`src/rtl/serial_deshifter.sv`:
```
// rtl/serial_deshifter.sv - serial-in parallel-out word assembler with a double-buffered output
module serial_deshifter #(
    parameter int WIDTH = 4
) (
    input  logic             clk,
    input  logic             nrst,
    input  logic             sin,
    input  logic             sin_valid,
    input  logic             dir,
    input  logic             clear,
    output logic [WIDTH-1:0] o,
    output logic             o_valid,
    input  logic             o_ready,
    output logic             busy,
    output logic             overrun
);

    localparam int CW = $clog2(WIDTH + 1);
    localparam logic [CW-1:0] LAST = CW'(WIDTH - 1);

    logic [WIDTH-1:0] shreg;
    logic [CW-1:0]    cnt;
    logic             ldir;

    logic             eff_dir;
    logic [WIDTH-1:0] shifted;
    logic             complete;
    logic             consume;

    // Direction is fixed by the first bit of each word; later dir changes are ignored.
    always_comb begin
        eff_dir  = (cnt == '0) ? dir : ldir;
        shifted  = eff_dir ? {sin, shreg[WIDTH-1:1]} : {shreg[WIDTH-2:0], sin};
        complete = sin_valid && (cnt == LAST);
        consume  = o_valid && o_ready;
    end

    assign busy = (cnt != '0);

    always_ff @(posedge clk) begin
        if (!nrst || clear) begin
            shreg   <= '0;
            cnt     <= '0;
            ldir    <= 1'b0;
            o       <= '0;
            o_valid <= 1'b0;
            overrun <= 1'b0;
        end else begin
            if (sin_valid) begin
                if (cnt == '0) begin
                    ldir <= dir;
                end
                shreg <= shifted;
                cnt   <= complete ? '0 : cnt + CW'(1);
            end

            // A completing word may refill o on the same edge it is consumed.
            if (complete) begin
                if (!o_valid || o_ready) begin
                    o       <= shifted;
                    o_valid <= 1'b1;
                end else begin
                    overrun <= 1'b1;
                end
            end else if (consume) begin
                o_valid <= 1'b0;
            end
        end
    end

endmodule
```
`config.mk`:
```
export PLATFORM = sky130hd
export DESIGN_NAME = serial_deshifter
export DESIGN_NICKNAME = d
export VERILOG_FILES = /design/src/rtl/serial_deshifter.sv
export SDC_FILE = /design/constraint.sdc
export NUM_CORES = 1
export LEC_CHECK = 0
export CAP_MARGIN = 20
export CORE_MARGIN = 4
export CORE_UTILIZATION = 40
export CTS_CLUSTER_DIAMETER = 150
export DETAILED_ROUTE_END_ITERATION = 12
export GPL_ROUTABILITY_DRIVEN = 0
export GPL_TIMING_DRIVEN = 0
export MAX_ROUTING_LAYER = met4
export PLACE_DENSITY_LB_ADDON = 0.12
export SYNTH_ARGS = -nofsm -noshare
export SYNTH_HDL_FRONTEND = slang
export SYNTH_SLANG_ARGS = --single-unit
```
`constraint.sdc`:
```
create_clock -name clk -period 1.75 [get_ports clk]
set_input_delay 0.175 -clock clk [delete_from_list [all_inputs] [get_ports clk]]
set_output_delay 0.175 -clock clk [all_outputs]
set_load 0.02 [all_outputs]
```
; After elaboration in Yosys (flattened, before gate mapping)
; Index checks and enable logic that the tools add are counted.
[word_totals]
ff_bits = 14
output_inout_bits = 7
word_cells = 28
[classes]
add_sub_neg = 1
eq_ne = 2
n_mux = 6
bitwise = 1
n_reduce_logical = 12
[op_table]
columns = cell, n
row1 = AND reduction 2 bit, 3
row2 = two-way mux 1 bit, 4
row3 = two-way mux 4 bit, 1
row4 = adder 3 x 1 -> 3 bit (second input constant), 1
row5 = == test 3 x 2 -> 1 bit (second input constant), 1
row6 = logical NOT 3 bit, 1
row7 = two-way mux 3 bit, 1
row8 = nonzero test 3 bit, 1
row9 = logical AND 1 bit, 2
row10 = logical NOT 1 bit, 2
row11 = logical OR 1 bit, 2
row12 = inequality test 2 x 1 -> 1 bit (second input constant), 1
row13 = nonzero test 2 bit, 1
row14 = NOT 1 bit, 1

; Logic depth before layout (Yosys ltp)
[depth]
word_depth = 4
ltp_mapped = 6

; Worst setup path before layout
; Ideal clock, no wire load.
[synth_timing]
kind = register to register
start = register cnt[0]
end = register o[1]
arrival_time_ns = 1.372
t_required_ns = 1.608
path_slack_ns = 0.236
path_stages_with_launch = 7
synth_period_minus_slack_ns = 1.514
cell_sequence = dfxtp_1 -> inv_1 -> ha_1 -> nor2b_2 -> mux2i_4 -> mux2i_1 -> a211oi_1
[synth_via]
elab_chain_cells = 3
[synth_rtl]
columns = element, line_no
row1 = from (decl), 22  ; logic [CW-1:0] cnt;
row2 = from (signal assigned), 54  ; cnt <= complete ? '0 : cnt + CW'(1);
row3 = logical NOT 3 bit or == test 3 x 2 -> 1 bit (tied branches), "32, 34"
row4 = two-way mux 1 bit or logical AND 1 bit (tied branches), n/a
row5 = two-way mux 4 bit or AND reduction 2 bit (tied branches), n/a
row6 = to (signal assigned), 60  ; o <= shifted;
row7 = to (decl), 11  ; output logic [WIDTH-1:0] o,
; Parallel ways exist; a longest one is shown, timed or not.
; A chain may end at the register's enable or synchronous reset.

; Worst setup path after layout
[layout_timing]
start = register cnt[0]
end = register o[3]
; Same word-level chain as after synthesis.

==> summary.txt <==
Critical path
  • Crit-path max FO: 4
  • Delay-heaviest family, CP: multiplexers
  • Internal reg-to-reg setup slack: ~0.14 ns
  • Worst R2R Start: cnt[0]$_SDFFE_PP0P_
  • R2R Path End: o[3]$_SDFFE_PP0P_
  • Register-to-Register Path Depth: 6
  • Cell Chain, Critical Path: inv_1, ha_1, nor2b_4, mux2i_4, mux2i_1, a211oi_1
  • CP endpoint kind: register
  • Crit path DAT: between 1.5 and 2 ns
  • CP Launch Type: register
  • Critical path data required time: 1.89 ns
  • Crit-path slowest cell: dfxtp_1
  • Critical path buffers and inverters: 1
  • Worst Path Class, Setup: register to register
  • Slowest stage delay, CP: around 0.34 ns

CTS
  • Reg clk slew, reported paths: 0.08 ns
  • Clk root buf: clkbuf_4
  • H-tree depth: 1
  • TritonCTS clock tree: built
  • Clock Path Buffers: 2
  • Sink Count: 14
  • Total CTS buffers: 3
  • Clk Latency, worst-skew pair: 0.27 ns

GRT
  • Initial antenna violation count: 0
  • First-pass GRT wire length: 1860 um
  • Overflow after GRT: 0
  • Number of global-route vias before repair: around 440
  • Total GRT Usage: between 10% and 20%
  • Largest net degree at the start of global routing: 11

Floorplanning
  • Core ar.: around 1400 um^2
  • Row count: 13
  • DIE HEIGHT: 46.5 um
  • Initial Utilization: between 40% and 50%
  • Top Ports: 14
  • Horiz. Die Dim: 46.5 um
  • Total die area: 2160 um^2

Timing
  • Setup TNS: 0 ns
  • Final Max Tran Viols: 0
  • Fin crit share: 92.2%
  • Worst-margin pin slew: between 0.5 and 0.6 ns
  • Final worst slack: 0.136 ns
  • Hold slack: 0.474 ns
  • Hold Fails Final Rpt: 0
  • RSZ-0062 raised after global routing: false
  • Final Setup Violations: 0
  • Final min period: around 1.6 ns
  • FMAX: slightly above 600 MHz
  • Worst Skew: 0.00216 ns
  • Max-slew headroom: between 60 and 70%

Logic synthesis
  • Netlist cell types: 17
  • EDFF count, synth: 0
  • Top cell type's share of synthesized area: between 40% and 50%
  • Sequential element share of the synthesized area: between 40% and 50%
  • Synth area leaders: dfxtp_1 47%, mux2i_1 10%, a211oi_1 10%, nor2_1 9.5%, ha_1 4.2%
  • Mapped cell area: roughly 600 um^2
  • FFs w/ async S/R, synth: 0%
  • Ys flop type: dfxtp_1
  • Post-Syn Nets: 72
  • YS warnings: 0
  • Post-Syn Instances: between 60 and 70
  • Post-synthesis register bit count: 14
  • Leading area contributor after synthesis: dfxtp_1
  • Mean area per synthesized cell: 9.41 um^2
  • Count leader, synth: nor2_1
  • Post-synth top cells: 15 x nor2_1, 14 x dfxtp_1, 8 x a211oi_1

Route
  • Drt initial violations: 8
  • Pre-antenna DRT Iters: 3
  • DRC Markers: 0
  • Vias per std cell: ~5.0
  • Routed length per instance: 11.7 um
  • Vias: 470
  • Post-route ant nets: 0
  • Routed wire length: between 1000 and 1500 um

Final layout
  • Antenna Cells: 0
  • Nets: 90
  • Post-layout util: 56.9%
  • Footprint of the multi-input gates: about 300 um^2
  • Fillers: ~130
  • Total area of sequential cells: around 280 um^2
  • Finished Cell Area: around 770 um^2
  • Layout cells sized above 1: around 7.6%
  • Synth-to-Final Area Change: 29.5%

Power and ir drop
  • Ratio of total power to cell area: 736 nW/um^2
  • LEAKAGE: about 0.30 nW
  • Peak supply drop: ~0.00046 V

Placement
  • Post-DP Area: around 740 um^2
  • Buffers on Ports: 13
  • Place WS: between 0.04 and 0.05 ns
  • Hpwl dp: 843 um

Min path
  • Hold depth: 2
  • Hold Crit Endpoint: overrun$_SDFFE_PP0P_
  • Hold path startpoint: overrun$_SDFFE_PP0P_
  • Hold Path Class: register to register

Status
  • Run status: completed

Run
  • Max-Cap Viols: 0
[layout make-up]
type / count / area share (%)
Multi-Input combinational cell: 44 / 38.9
Sequential cell: 14 / 36.5
Timing Repair Buffer: 13 / 16.8
Clock buffer: 3 / 2.93
Tap cell: 15 / 2.44
Inverter: 3 / 1.47
Buffer: 2 / 0.977
[sequential cells by signal, indices dropped and copies added (netlist names)]
name / flops
cnt: 3
ldir: 1
o: 4
o_valid: 1
overrun: 1
shreg: 4
[placed cells by master, fill, tap and decap left out]
master / count
nand3_1: 1
and3b_1: 1
nor2_1: 15
clkdlybuf4s50_1: 12
clkbuf_4: 3
inv_1: 3
nor3_2: 1
buf_1: 1
mux2i_1: 6
dfxtp_1: 14
nor2b_1: 1
a211oi_1: 8
dlygate4sd2_1: 1
a21oi_1: 2
nand2b_1: 1
nor2b_4: 1
ha_1: 2
clkbuf_1: 1
nand2_1: 4
mux2i_4: 1
[worst reg2reg max path, delay by kind of cell (launching register included)]
| family | cells | cell delay [ns] |
|---|---|---|
| multiplexers | 2 | 0.62 |
| flip-flops | 1 | 0.34 |
| AND/OR/NAND/NOR | 1 | 0.20 |
| adder cells (fa/ha/maj) | 1 | 0.14 |
| AO/OA/AOI/OAI | 1 | 0.11 |
| buffers and inverters | 1 | 0.06 |
[report_power, final]
part / internal [mW] / total (mW) / switching (mW)
Clock: 0.0795 / 0.174 / 0.0941
Sequential: 0.324 / 0.328 / 0.00430
Combinational: 0.0329 / 0.0631 / 0.0302
[logic make-up (layout without fill, tap and decap cells)]
group	count (synthesis)	in the layout	synth area share, %
AND/OR/NAND/NOR	25	25	19.6
multiplexers	7	7	13.9
buffers and inverters	5	21	3.16
AO/OA/AOI/OAI	10	10	11.8
flip-flops	14	14	47.3
adder cells (fa/ha/maj)	2	2	4.22
[repair_timing]
action | 4_1_cts | 5_1_grt
setup buffers | 0 | 0
endpoints found under the setup margin | 1 | 8
endpoints found under the hold margin | 0 | 0
hold buffers | 0 | 0
resized for setup | 1 | 1
[how the worst max path moves through the flow]
| stage | start | end | depth (start not counted) |
|---|---|---|---|
| CTS | cnt[0]$_SDFFE_PP0P_ | o[3]$_SDFFE_PP0P_ | 6 |
| global placement | sin_valid | o[2]$_SDFFE_PP0P_ | 5 |
| finish | cnt[0]$_SDFFE_PP0P_ | o[3]$_SDFFE_PP0P_ | 6 |
| global route | cnt[0]$_SDFFE_PP0P_ | o[3]$_SDFFE_PP0P_ | 6 |
| detailed placement | sin_valid | o[3]$_SDFFE_PP0P_ | 5 |
| floorplan | cnt[0]$_SDFFE_PP0P_ | o[1]$_SDFFE_PP0P_ | 6 |
[per-layer routing]
metal | GRT usage [%] | vias up | wire (um)
met5 | - | - | 0
li1 | - | 248 | -
met2 | 16.8 | 9 | 454
met4 | 6.82 | 0 | 13
met3 | 3.52 | 2 | 55
met1 | 17.2 | 211 | 580
[per-stage QoR]
step	std cells	total power, mW
after floorplan	63	0.374
after global placement	91	0.399
after detailed placement	91	0.399
after CTS	94	0.577
after global routing	94	0.592
final	94	0.565
(Power assumes the default switching activity.)
